==> src/rtl/bcd_countdown_timer.sv <==
// N-digit BCD countdown timer with pause/resume, saturating bonus add and
// sticky/pulsed expiry flags. Count value drives one 7-segment decoder per nibble.
//
// state     | meaning
// ----------+-------------------------------------------------------------
// S_IDLE    | after reset, waits for reconfig only
// S_PAUSE   | value loaded, not counting; bonus adds still honoured
// S_RUN     | counting down one unit per tick
// S_EXPIRED | count reached zero; holds 0 until reconfig or reset
module bcd_countdown_timer #(
    parameter int          DIGITS  = 2,
    parameter logic [15:0] RELOAD0 = 16'h0060,
    parameter logic [15:0] RELOAD1 = 16'h0045,
    parameter logic [15:0] RELOAD2 = 16'h0030,
    parameter logic [15:0] RELOAD3 = 16'h0015
) (
    input  logic                  clk_i,
    input  logic                  rst_ni,
    input  logic                  reconfig_i,
    input  logic                  enable_i,
    input  logic                  tick_i,
    input  logic [1:0]            diff_i,
    input  logic                  add_en_i,
    input  logic [3:0]            add_val_i,
    output logic [DIGITS*4-1:0]   count_o,
    output logic                  timeout_o,
    output logic                  expire_pulse_o,
    output logic                  running_o
);

    localparam int W = DIGITS * 4;

    typedef enum logic [1:0] {
        S_IDLE    = 2'd0,
        S_PAUSE   = 2'd1,
        S_RUN     = 2'd2,
        S_EXPIRED = 2'd3
    } state_t;

    state_t         state_q, state_d;
    logic [W-1:0]   count_q, count_d;
    logic           timeout_q, timeout_d;
    logic           pulse_q, pulse_d;
    logic           running_q, running_d;
    logic [W-1:0]   run_val;

    function automatic logic [W-1:0] all_nines();
        logic [W-1:0] res;
        res = '0;
        for (int i = 0; i < DIGITS; i++) begin
            res[i*4 +: 4] = 4'd9;
        end
        return res;
    endfunction

    // Decimal add into the least-significant digit, ripple carry upward;
    // a carry out of the top digit saturates the whole value to all-9s.
    function automatic logic [W-1:0] bcd_add(input logic [W-1:0] v, input logic [3:0] a);
        logic [W-1:0] res;
        logic [4:0]   s;
        logic         carry;
        logic [3:0]   amt;
        amt   = (a > 4'd9) ? 4'd9 : a;
        carry = 1'b0;
        res   = '0;
        for (int i = 0; i < DIGITS; i++) begin
            s = {1'b0, v[i*4 +: 4]} + {4'b0000, carry};
            if (i == 0) begin
                s = s + {1'b0, amt};
            end
            if (s > 5'd9) begin
                s     = s - 5'd10;
                carry = 1'b1;
            end else begin
                carry = 1'b0;
            end
            res[i*4 +: 4] = s[3:0];
        end
        if (carry) begin
            res = all_nines();
        end
        return res;
    endfunction

    // Decimal subtract one with borrow; never called on zero.
    function automatic logic [W-1:0] bcd_dec(input logic [W-1:0] v);
        logic [W-1:0] res;
        logic [3:0]   nib;
        logic         borrow;
        borrow = 1'b1;
        res    = '0;
        for (int i = 0; i < DIGITS; i++) begin
            nib = v[i*4 +: 4];
            if (borrow) begin
                if (nib == 4'd0) begin
                    nib = 4'd9;
                end else begin
                    nib    = nib - 4'd1;
                    borrow = 1'b0;
                end
            end
            res[i*4 +: 4] = nib;
        end
        return res;
    endfunction

    function automatic logic [W-1:0] reload_sel(input logic [1:0] d);
        logic [W-1:0] res;
        case (d)
            2'd0:    res = RELOAD0[W-1:0];
            2'd1:    res = RELOAD1[W-1:0];
            2'd2:    res = RELOAD2[W-1:0];
            default: res = RELOAD3[W-1:0];
        endcase
        return res;
    endfunction

    // State and registered outputs.
    always_ff @(posedge clk_i or negedge rst_ni) begin
        if (!rst_ni) begin
            state_q   <= S_IDLE;
            count_q   <= '0;
            timeout_q <= 1'b0;
            pulse_q   <= 1'b0;
            running_q <= 1'b0;
        end else begin
            state_q   <= state_d;
            count_q   <= count_d;
            timeout_q <= timeout_d;
            pulse_q   <= pulse_d;
            running_q <= running_d;
        end
    end

    // Next-state and next-output logic; reconfig overrides every state.
    always_comb begin
        state_d   = state_q;
        count_d   = count_q;
        timeout_d = timeout_q;
        pulse_d   = 1'b0;
        run_val   = count_q;

        if (reconfig_i) begin
            count_d   = reload_sel(diff_i);
            timeout_d = 1'b0;
            state_d   = S_PAUSE;
        end else begin
            case (state_q)
                S_IDLE: begin
                end
                S_PAUSE: begin
                    if (add_en_i) begin
                        run_val = bcd_add(count_q, add_val_i);
                    end
                    count_d = run_val;
                    if (enable_i) begin
                        if (run_val == '0) begin
                            state_d   = S_EXPIRED;
                            timeout_d = 1'b1;
                            pulse_d   = 1'b1;
                        end else begin
                            state_d = S_RUN;
                        end
                    end
                end
                S_RUN: begin
                    if (!enable_i) begin
                        state_d = S_PAUSE;
                    end else begin
                        if (add_en_i) begin
                            run_val = bcd_add(run_val, add_val_i);
                        end
                        if (tick_i) begin
                            run_val = bcd_dec(run_val);
                        end
                        count_d = run_val;
                        if (run_val == '0) begin
                            state_d   = S_EXPIRED;
                            timeout_d = 1'b1;
                            pulse_d   = 1'b1;
                        end
                    end
                end
                S_EXPIRED: begin
                    count_d = '0;
                end
                default: begin
                    state_d = S_IDLE;
                    count_d = '0;
                end
            endcase
        end

        running_d = (state_d == S_RUN);
    end

    assign count_o        = count_q;
    assign timeout_o      = timeout_q;
    assign expire_pulse_o = pulse_q;
    assign running_o      = running_q;

endmodule

==> config.mk <==
export PLATFORM = sky130hd
export DESIGN_NAME = bcd_countdown_timer
export DESIGN_NICKNAME = d
export VERILOG_FILES = /design/src/rtl/bcd_countdown_timer.sv
export SDC_FILE = /design/constraint.sdc
export NUM_CORES = 1
export LEC_CHECK = 0
export ABC_CLOCK_PERIOD_IN_PS = 7000
export CAP_MARGIN = 20
export CORE_ASPECT_RATIO = 1.1
export CORE_UTILIZATION = 45
export CTS_CLUSTER_DIAMETER = 200
export DETAILED_ROUTE_END_ITERATION = 8
export PLACE_DENSITY = 0.8
export SLEW_MARGIN = 15
export SYNTH_ARGS = -nofsm -noshare
export SYNTH_HDL_FRONTEND = slang
export SYNTH_SLANG_ARGS = --single-unit
==> constraint.sdc <==
create_clock -name clk_i -period 7 [get_ports clk_i]
set_clock_uncertainty 0.2 [all_clocks]
set_input_delay 1.4 -clock clk_i [delete_from_list [all_inputs] [get_ports clk_i]]
set_output_delay 1.4 -clock clk_i [all_outputs]
set_load 0.03 [all_outputs]
==> results of run 1 <==
[state kept, by name (all words and copies together), names as in the netlist]
| name | flops |
|---|---|
| count_o | 8 |
| state_q | 2 |
| expire_pulse_o | 1 |
| running_o | 1 |
| timeout_o | 1 |
[how the worst max path moves through the flow]
stage	start	to	slack (ps)	cells past startpoint
finish	add_val_i[3]	running_o$_DFF_PN0_	470	22
global route	add_val_i[3]	running_o$_DFF_PN0_	30	23
CTS	add_val_i[3]	running_o$_DFF_PN0_	460	23
detailed placement	add_val_i[3]	running_o$_DFF_PN0_	180	23
global placement	add_val_i[3]	running_o$_DFF_PN0_	340	23
floorplan	add_val_i[2]	running_o$_DFF_PN0_	700	22
[power by group through the flow]
| stage | Clock, mW | Combinational [mW] | Sequential (mW) |
|---|---|---|---|
| 6_report | 0.0485 | 0.750 | 0.142 |
| 5_1_grt | 0.0545 | 0.827 | 0.146 |
| 4_1_cts | 0.0496 | 0.747 | 0.142 |
| 3_5_place_dp | 0 | 0.743 | 0.143 |
| 3_3_place_gp | 0 | 0.729 | 0.143 |
| 2_1_floorplan | 0 | 0.520 | 0.167 |
[cells by family after synthesis]
kind of cell / Yosys count
XOR/XNOR: 4
adder cells (fa/ha/maj): 13
multiplexers: 9
buffers and inverters: 22
AO/OA/AOI/OAI: 68
AND/OR/NAND/NOR: 75
flip-flops: 13
[layout by cell type, fill, tap and decap left out, types with 7 or more instances in the layout]
cell                              instances
sky130_fd_sc_hd__dfrtp_1                 13
sky130_fd_sc_hd__nand2b_1                 8
sky130_fd_sc_hd__nand2_1                 12
sky130_fd_sc_hd__inv_1                   11
sky130_fd_sc_hd__clkdlybuf4s50_1         22
sky130_fd_sc_hd__ha_1                    12
sky130_fd_sc_hd__o21ai_0                 15
sky130_fd_sc_hd__a21oi_1                  9
sky130_fd_sc_hd__buf_4                    7
sky130_fd_sc_hd__nor3_1                   8
sky130_fd_sc_hd__nor2_1                  15
[cell type report]
class	instances	area (sq um)	share of cell area
Multi-Input combinational cell	169	1251	0.6313
Inverter	12	45.04	0.02273
Timing Repair Buffer	29	272.8	0.1376
Tap cell	48	60.06	0.03030
Clock buffer	3	22.52	0.01136
Clock inverter	1	5.005	0.002525
Sequential cell	13	325.3	0.1641
[metal layers]
| layer | wire length, um | track usage |
|---|---|---|
| met5 | 0 | 0 |
| met4 | 95 | 0.07849 |
| met3 | 200 | 0.02153 |
| met2 | 1990 | 0.3832 |
| met1 | 1869 | 0.3072 |
[stage by stage]
| stage | setup slack [ps] | instances |
|---|---|---|
| 6_report | 469.8 | 275 |
| 3_5_place_dp | 179.2 | 271 |
| 2_1_floorplan | 698.0 | 204 |
| 3_3_place_gp | 341.3 | 271 |
| 5_1_grt | 30.83 | 275 |
| 4_1_cts | 460.5 | 275 |
[worst max-delay path, delay by kind of cell]
kind / cells / cell delay (ps)
adder cells (fa/ha/maj): 5 / 1390
AO/OA/AOI/OAI: 5 / 1030
AND/OR/NAND/NOR: 6 / 1330
buffers and inverters: 3 / 670
multiplexers: 2 / 450
XOR/XNOR: 1 / 240
==> PnR_summary.wiki, run 1 <==
{| class="wikitable"
! Metric !! Value
|-
| Diodes inserted || 0
|-
| Die height || roughly 66 um
|-
| Maximum clock rate || 153.1 MHz
|-
| First DRT Iteration DRCs || around 190
|-
| Setup repair after global routing missed its margin || no
|-
| Synth Flop Type || sky130_fd_sc_hd__dfrtp_1
|-
| Register-to-register setup slack || 1830 ps
|-
| Warnings from Yosys || 0
|-
| Clock input transition at the sequential cells of the worst setup and hold paths || 90 ps
|-
| Mux contribution to synthesized area || 0.05605
|-
| Master of the slowest instance on the critical path || sky130_fd_sc_hd__clkdlybuf4s50_1
|-
| Final #Nets || 253
|-
| R2r endpoint || running_o$_DFF_PN0_
|-
| Clock power share || 0.052
|-
| Max_cap viols || 0
|-
| Element type at the critical path start || input port
|-
| Count of distinct cell types in the synthesized netlist || 60
|-
| Number of nets produced by synthesis || roughly 230
|-
| Total number of vias || approximately 1.7k
|-
| Setup TNS Final || 0 ps
|-
| Power share of the sequential group || 0.151
|-
| Clock insertion delay at the later pin of the skew report || a little under 300 ps
|-
| Aggregate routed wire length || slightly above 4000 um
|-
| Placeable core area || 3441 sq um
|-
| Chip Width || approximately 60 um
|-
| Routability-driven placement congestion ratio || 0.8861
|-
| Number of enable-type register cells in the synthesized netlist || 0
|-
| Worst-margin pin slew || approximately 940 ps
|-
| Post-synth ARST share || 1.000
|-
| Launch point of the worst reg-to-reg path || count_o[0]$_DFFE_PN0P_
|-
| Max FO, Critical Path || 7
|-
| Post-CTS repair timing setup buffer count || 0
|-
| Inserted Clock Buffers || 3
|-
| #FFs+latches synth || 13
|-
| Half-perimeter wire length of the detailed placement result || ~3200 um
|-
| Part of the power in combinational logic || 0.797
|-
| Die Area || a little under 4000 sq um
|-
| Post-Synth XOR/XNOR Area || 0.02541
|-
| Starting utilization of the core area || 0.4865
|-
| Critical-path cell list || clkdlybuf4s50_1 -> o21ai_0 -> nand2b_1 -> ha_1 -> inv_1 -> fa_1 -> xor2_2 -> and2_1 -> o32ai_2 -> ha_1 -> ha_1 -> nand2b_1 -> a41oi_1 -> o21bai_1 -> mux2_2 -> inv_1 -> ha_1 -> and4_1 -> mux2i_1 -> nor4_2 -> o21ai_0 -> and2_1
|-
| HP Class || reg2reg
|-
| Worst Hold Launch || timeout_o$_DFFE_PN0P_
|-
| Dominant cell type by area after synthesis || sky130_fd_sc_hd__dfrtp_1
|-
| Number of buffers inserted for hold repair after clock tree synthesis || 0
|-
| Synth area leaders || sky130_fd_sc_hd__dfrtp_1, sky130_fd_sc_hd__ha_1, sky130_fd_sc_hd__o21ai_0
|-
| Max-slew violation total from the final report || 0
|-
| Pwr dens || around 470 nW/um^2
|-
| Share of synthesized cell area in full adder, half adder and majority cells || 0.1016
|-
| Clock root buffer || sky130_fd_sc_hd__clkbuf_4
|-
| Post-DP Area || between 1500 and 2000 sq um
|-
| Syn Area/Cell || a little over 8 sq um
|-
| Most repeated library cell on the critical path || sky130_fd_sc_hd__ha_1
|-
| Remaining antenna violation count || 0
|-
| Tot Pwr || about 940 uW
|-
| DR pass1 iterations || 4
|-
| Arrival time of data at the critical path endpoint || between 6000 and 7000 ps
|-
| Worst supply voltage drop on vdd || 0.0002602 V
|-
| Simple-gate share of the synthesized area || 0.2489
|-
| Result of the run || complete, no violations
|-
| Post-Layout Inst Area || between 1500 and 2000 sq um
|-
| Number of antenna violations at the first check in global routing || 0
|-
| Combinational family with the most area after synthesis || compound AO/OA/AOI/OAI gates
|-
| Tcrit/Tclk final || 0.9329
|-
| Area overhead of the layout relative to synthesis || 18.39%
|-
| Maximum root-to-sink buffer count || 2
|-
| Leakage power of the design || about 0.8 nW
|-
| First-pass GRT wire length || 7065 um
|-
| CP peak stage delay || ~520 ps
|-
| DRC || 0
|-
| Aggregate global-route resource usage || 0.2310
|-
| End-of-flow core utilization || 0.5760
|-
| Layout cell share with drive strength beyond 1 || 0.1101
|-
| Most instantiated cells after synthesis || sky130_fd_sc_hd__nor2_1, sky130_fd_sc_hd__o21ai_0, sky130_fd_sc_hd__dfrtp_1
|-
| Setup Crit Path Kind || in2reg
|-
| Reg2reg path depth || 19
|-
| Number of global-route vias before repair || 1,561
|-
| Minimum hold slack || about 430 ps
|-
| Element type at the critical path end || register
|-
| Cell-internal power || between 400 and 500 uW
|-
| Grt total ovfl || 0
|-
| Number of placement rows || 22
|-
| Final hold viol count || 0
|-
| Number of resized instances in the post-cts repair step || 0
|-
| Largest net degree at the start of global routing || 16
|-
| Net load switching power || roughly 490 uW
|-
| Ratio of routed vias to standard cells || roughly 6.2
|-
| Count of filler cells inserted in the layout || ~330
|-
| Portion of the post-synthesis area used by sequential elements || 0.1943
|-
| Compound-cell area share of the yosys netlist || 0.3154
|-
| Number of instances in the synthesized netlist || just over 200
|-
| Portion of synthesized cell area occupied by the leading cell type || 0.1943
|-
| TritonCTS clock tree || done
|-
| Slew HR || 0.3733
|-
| Switching part of the total power || 0.5219
|-
| I/O pin cnt || 23
|-
| Port Buffer Count || 22
|-
| Endpoint required time on the critical path || 6980 ps
|-
| Cells on Worst Hold Path || 2
|-
| Hold Path End || timeout_o$_DFFE_PN0P_
|-
| Netlist area before placement || ~1700 sq um
|-
| Level count of the clock H-tree || 1
|-
| Number of setup violations in the final report || 0
|-
| Min Clock Period, post-route || ~6500 ps
|-
| Routed wire per std cell || about 15 um
|-
| Clock tree sinks || 13
|}
No activity file was read; power rests on OpenSTA's default activity.
==> run 2, diff against run 1 <==
CAP_MARGIN = 30   (was 20)
SKIP_CTS_REPAIR_TIMING = 1   (was unset)
==> run 2 against run 1 <==
Effect of this change:
- final cell count increased by 0.36%
- final area grew 0.25%
- clock power increased by 1%
- total power rose by 0.75%
- die area unchanged
- combinational power is 0.9% higher
- flip-flop and latch count did not move
- setup slack got worse by 4.3 ps
- core utilization rose by 0.15 points
- first-iteration DRC count shrank 8.6%
- worst hold slack lost 2.9 ps
- clock-buffer cell count did not move
- critical path type unchanged
- largest cell class unchanged
- largest power group unchanged
- highest routed layer unchanged
==> PnR_summary.wiki, run 2 (same netlist as run 1, synthesis figures left out) <==
{| class="wikitable"
! Metric !! Value
|-
| Level count of the clock H-tree || 1 (unchanged)
|-
| Minimum hold slack || 426.7 ps (-2.949 ps)
|-
| Critical path buffers and inverters || 3 (unchanged)
|-
| Maximum root-to-sink buffer count || 2 (unchanged)
|-
| Largest net degree at the start of global routing || 16 (unchanged)
|-
| Leakage power of the design || 0.8047 nW (+0.50%)
|-
| Clock root buffer || sky130_fd_sc_hd__clkbuf_4
|-
| Aggregate routed wire length || 4198 um (+1.0%)
|-
| Aggregate global-route resource usage || 0.2310 (unchanged)
|-
| Master of the slowest instance on the critical path || sky130_fd_sc_hd__clkdlybuf4s50_1
|-
| Worst supply voltage drop on vdd || 0.0002604 V (about the same)
|-
| Number of placement rows || 22 (unchanged)
|-
| Die Area || 3968 sq um (unchanged)
|-
| Die height || 65.97 um (unchanged)
|-
| Leading cell type in the layout, fill and taps excluded || sky130_fd_sc_hd__clkdlybuf4s50_1
|-
| Commonest cells after routing, fill and taps aside || sky130_fd_sc_hd__clkdlybuf4s50_1, sky130_fd_sc_hd__nor2_1, sky130_fd_sc_hd__o21ai_0
|-
| Setup TNS Final || 0 ps (unchanged)
|-
| Total number of vias || 1,674 (-1.1%)
|-
| Min Clock Period, post-route || 6535 ps (+4.321 ps)
|-
| Inserted Clock Buffers || 3 (unchanged)
|-
| Family of cells with the greatest summed delay on the critical path || compound AO/OA/AOI/OAI gates
|-
| Critical-path cell list || clkdlybuf4s50_1 -> o21ai_0 -> nand2b_1 -> ha_1 -> inv_1 -> fa_1 -> xor2_2 -> and2_1 -> o32ai_2 -> ha_1 -> ha_1 -> nand2b_1 -> a41oi_1 -> nor3_2 -> a311oi_1 -> inv_1 -> ha_1 -> nor2_1 -> a211oi_1 -> mux2i_1 -> nor4_2 -> o21ai_0 -> and2_1
|-
| First-pass GRT wire length || 7065 um (unchanged)
|-
| Grt total ovfl || 0 (unchanged)
|-
| Diodes inserted || 0 (unchanged)
|-
| Number of global-route vias before repair || 1,561 (unchanged)
|-
| Chip Width || 60.16 um (unchanged)
|-
| Routed wire per std cell || 15.21 um (+0.67%)
|-
| Setup Crit Path Kind || in2reg
|-
| Element type at the critical path end || register
|-
| Worst-margin pin slew || 593.3 ps (-343.2 ps)
|-
| Arrival time of data at the critical path endpoint || 6520 ps (about the same)
|-
| I/O pin cnt || 23 (unchanged)
|-
| Result of the run || complete, no violations
|-
| Final #Nets || 254 (+0.40%)
|-
| DRC || 0 (unchanged)
|-
| Max FO, Critical Path || 6 (-1)
|-
| Number of setup violations in the final report || 0 (unchanged)
|-
| Placeable core area || 3441 sq um (unchanged)
|-
| TritonCTS clock tree || done
|-
| Tcrit/Tclk final || 0.9335 (about the same)
|-
| Element type at the critical path start || input port
|-
| Setup slack after placement || 179.2 ps (unchanged)
|-
| Remaining antenna violation count || 0 (unchanged)
|-
| Max_cap viols || 0 (unchanged)
|-
| Number of antenna violations at the first check in global routing || 0 (unchanged)
|-
| Count of filler cells inserted in the layout || 328 (-0.91%)
|-
| Tot Pwr || 948.1 uW (+0.75%)
|-
| Maximum clock rate || 153.0 MHz (about the same)
|-
| Setup repair after global routing missed its margin || no
|-
| Clock tree sinks || 13 (unchanged)
|-
| First DRT Iteration DRCs || 169 (-8.6%)
|-
| Ratio of routed vias to standard cells || 6.065 (-1.5%)
|-
| Final hold viol count || 0 (unchanged)
|-
| Clock insertion delay at the later pin of the skew report || 290 ps (about the same)
|-
| Max-slew violation total from the final report || 0 (unchanged)
|-
| Area overhead of the layout relative to synthesis || 18.68%
|-
| Most repeated library cell on the critical path || sky130_fd_sc_hd__ha_1
|-
| Routability-driven placement congestion ratio || 0.8861 (unchanged)
|-
| Slew HR || 0.6032 (+0.2300)
|-
| Endpoint required time on the critical path || 6990 ps (about the same)
|-
| Non-Filler Instances || 276 (+0.36%)
|-
| HP Class || reg2reg
|-
| Clock input transition at the sequential cells of the worst setup and hold paths || 90 ps (about the same)
|-
| Half-perimeter wire length of the detailed placement result || 3220 um (unchanged)
|-
| Post-Place Cells || 271 (unchanged)
|-
| Layout cell share with drive strength beyond 1 || 0.1140 (+0.003903)
|-
| Max FFs per register || 8 (unchanged)
|-
| CP peak stage delay || 520 ps (about the same)
|-
| Port Buffer Count || 22 (unchanged)
|-
| Pwr dens || 477.2 nW/um^2 (+0.49%)
|-
| Starting utilization of the core area || 0.4865 (unchanged)
|-
| DR pass1 iterations || 4 (unchanged)
|-
| Final setup slack of the worst path || 465.5 ps (-4.321 ps)
|}
run 2: layout make-up:
type / instances / area [sq um] / area share
multi-input combinational: 169 / 1251 / 0.6297
sequential: 13 / 325.3 / 0.1637
timing repair buffer: 30 / 277.8 / 0.1398
tap: 48 / 60.06 / 0.03023
inverter: 12 / 45.04 / 0.02267
clock buffer: 3 / 22.52 / 0.01133
clock inverter: 1 / 5.005 / 0.002519
run 2: through the flow:
step / util / cell area [sq um]
floorplan: - / 1674
global placement: 0.5680 / 1954
detailed placement: 0.5680 / 1954
CTS: 0.5760 / 1982
global route: 0.5775 / 1987
finish: 0.5775 / 1987
run 2: where the power goes:
part / switching (mW) / total (mW) / internal (mW)
clock: 0.0277 / 0.0490 / 0.0213
sequential: 0.0422 / 0.143 / 0.100
combinational: 0.425 / 0.757 / 0.331
total: 0.495 / 0.948 / 0.453
run 2: worst paths after layout:
kind / from / depth (start not counted) / slack, ps / endpoint
min: timeout_o$_DFFE_PN0P_ / 2 / 430 / timeout_o$_DFFE_PN0P_
max reg2reg: count_o[0]$_DFFE_PN0P_ / 20 / 1820 / running_o$_DFF_PN0_
min in group asynchronous: rst_ni / 1 / 1270 / state_q[0]$_DFF_PN0_
max: add_val_i[3] / 23 / 470 / running_o$_DFF_PN0_
min reg2reg: timeout_o$_DFFE_PN0P_ / 2 / 430 / timeout_o$_DFFE_PN0P_
max in group asynchronous: rst_ni / 1 / 4940 / count_o[1]$_DFFE_PN0P_
run 2: worst reg2reg max path, cell delays in order (launching register included):
cell                       delay (ps)
sky130_fd_sc_hd__dfrtp_1          430
sky130_fd_sc_hd__ha_1             220
sky130_fd_sc_hd__inv_1             70
sky130_fd_sc_hd__fa_1             440
sky130_fd_sc_hd__xor2_2           240
sky130_fd_sc_hd__and2_1           190
sky130_fd_sc_hd__o32ai_2          300
sky130_fd_sc_hd__ha_1             220
sky130_fd_sc_hd__ha_1             250
sky130_fd_sc_hd__nand2b_1         150
sky130_fd_sc_hd__a41oi_1          340
sky130_fd_sc_hd__nor3_2           140
sky130_fd_sc_hd__a311oi_1         330
sky130_fd_sc_hd__inv_1             80
sky130_fd_sc_hd__ha_1             270
sky130_fd_sc_hd__nor2_1            50
sky130_fd_sc_hd__a211oi_1         250
sky130_fd_sc_hd__mux2i_1          130
sky130_fd_sc_hd__nor4_2           400
sky130_fd_sc_hd__o21ai_0          200
sky130_fd_sc_hd__and2_1           180
run 2: routing by layer:
metal  GRT usage  share of wire  vias to the layer above
li1            -              -                      824
met1      0.3072           0.45                      797
met2      0.3832           0.49                       45
met3     0.02153          0.039                        8
met4     0.07849          0.023                        0
met5           0              0                        -
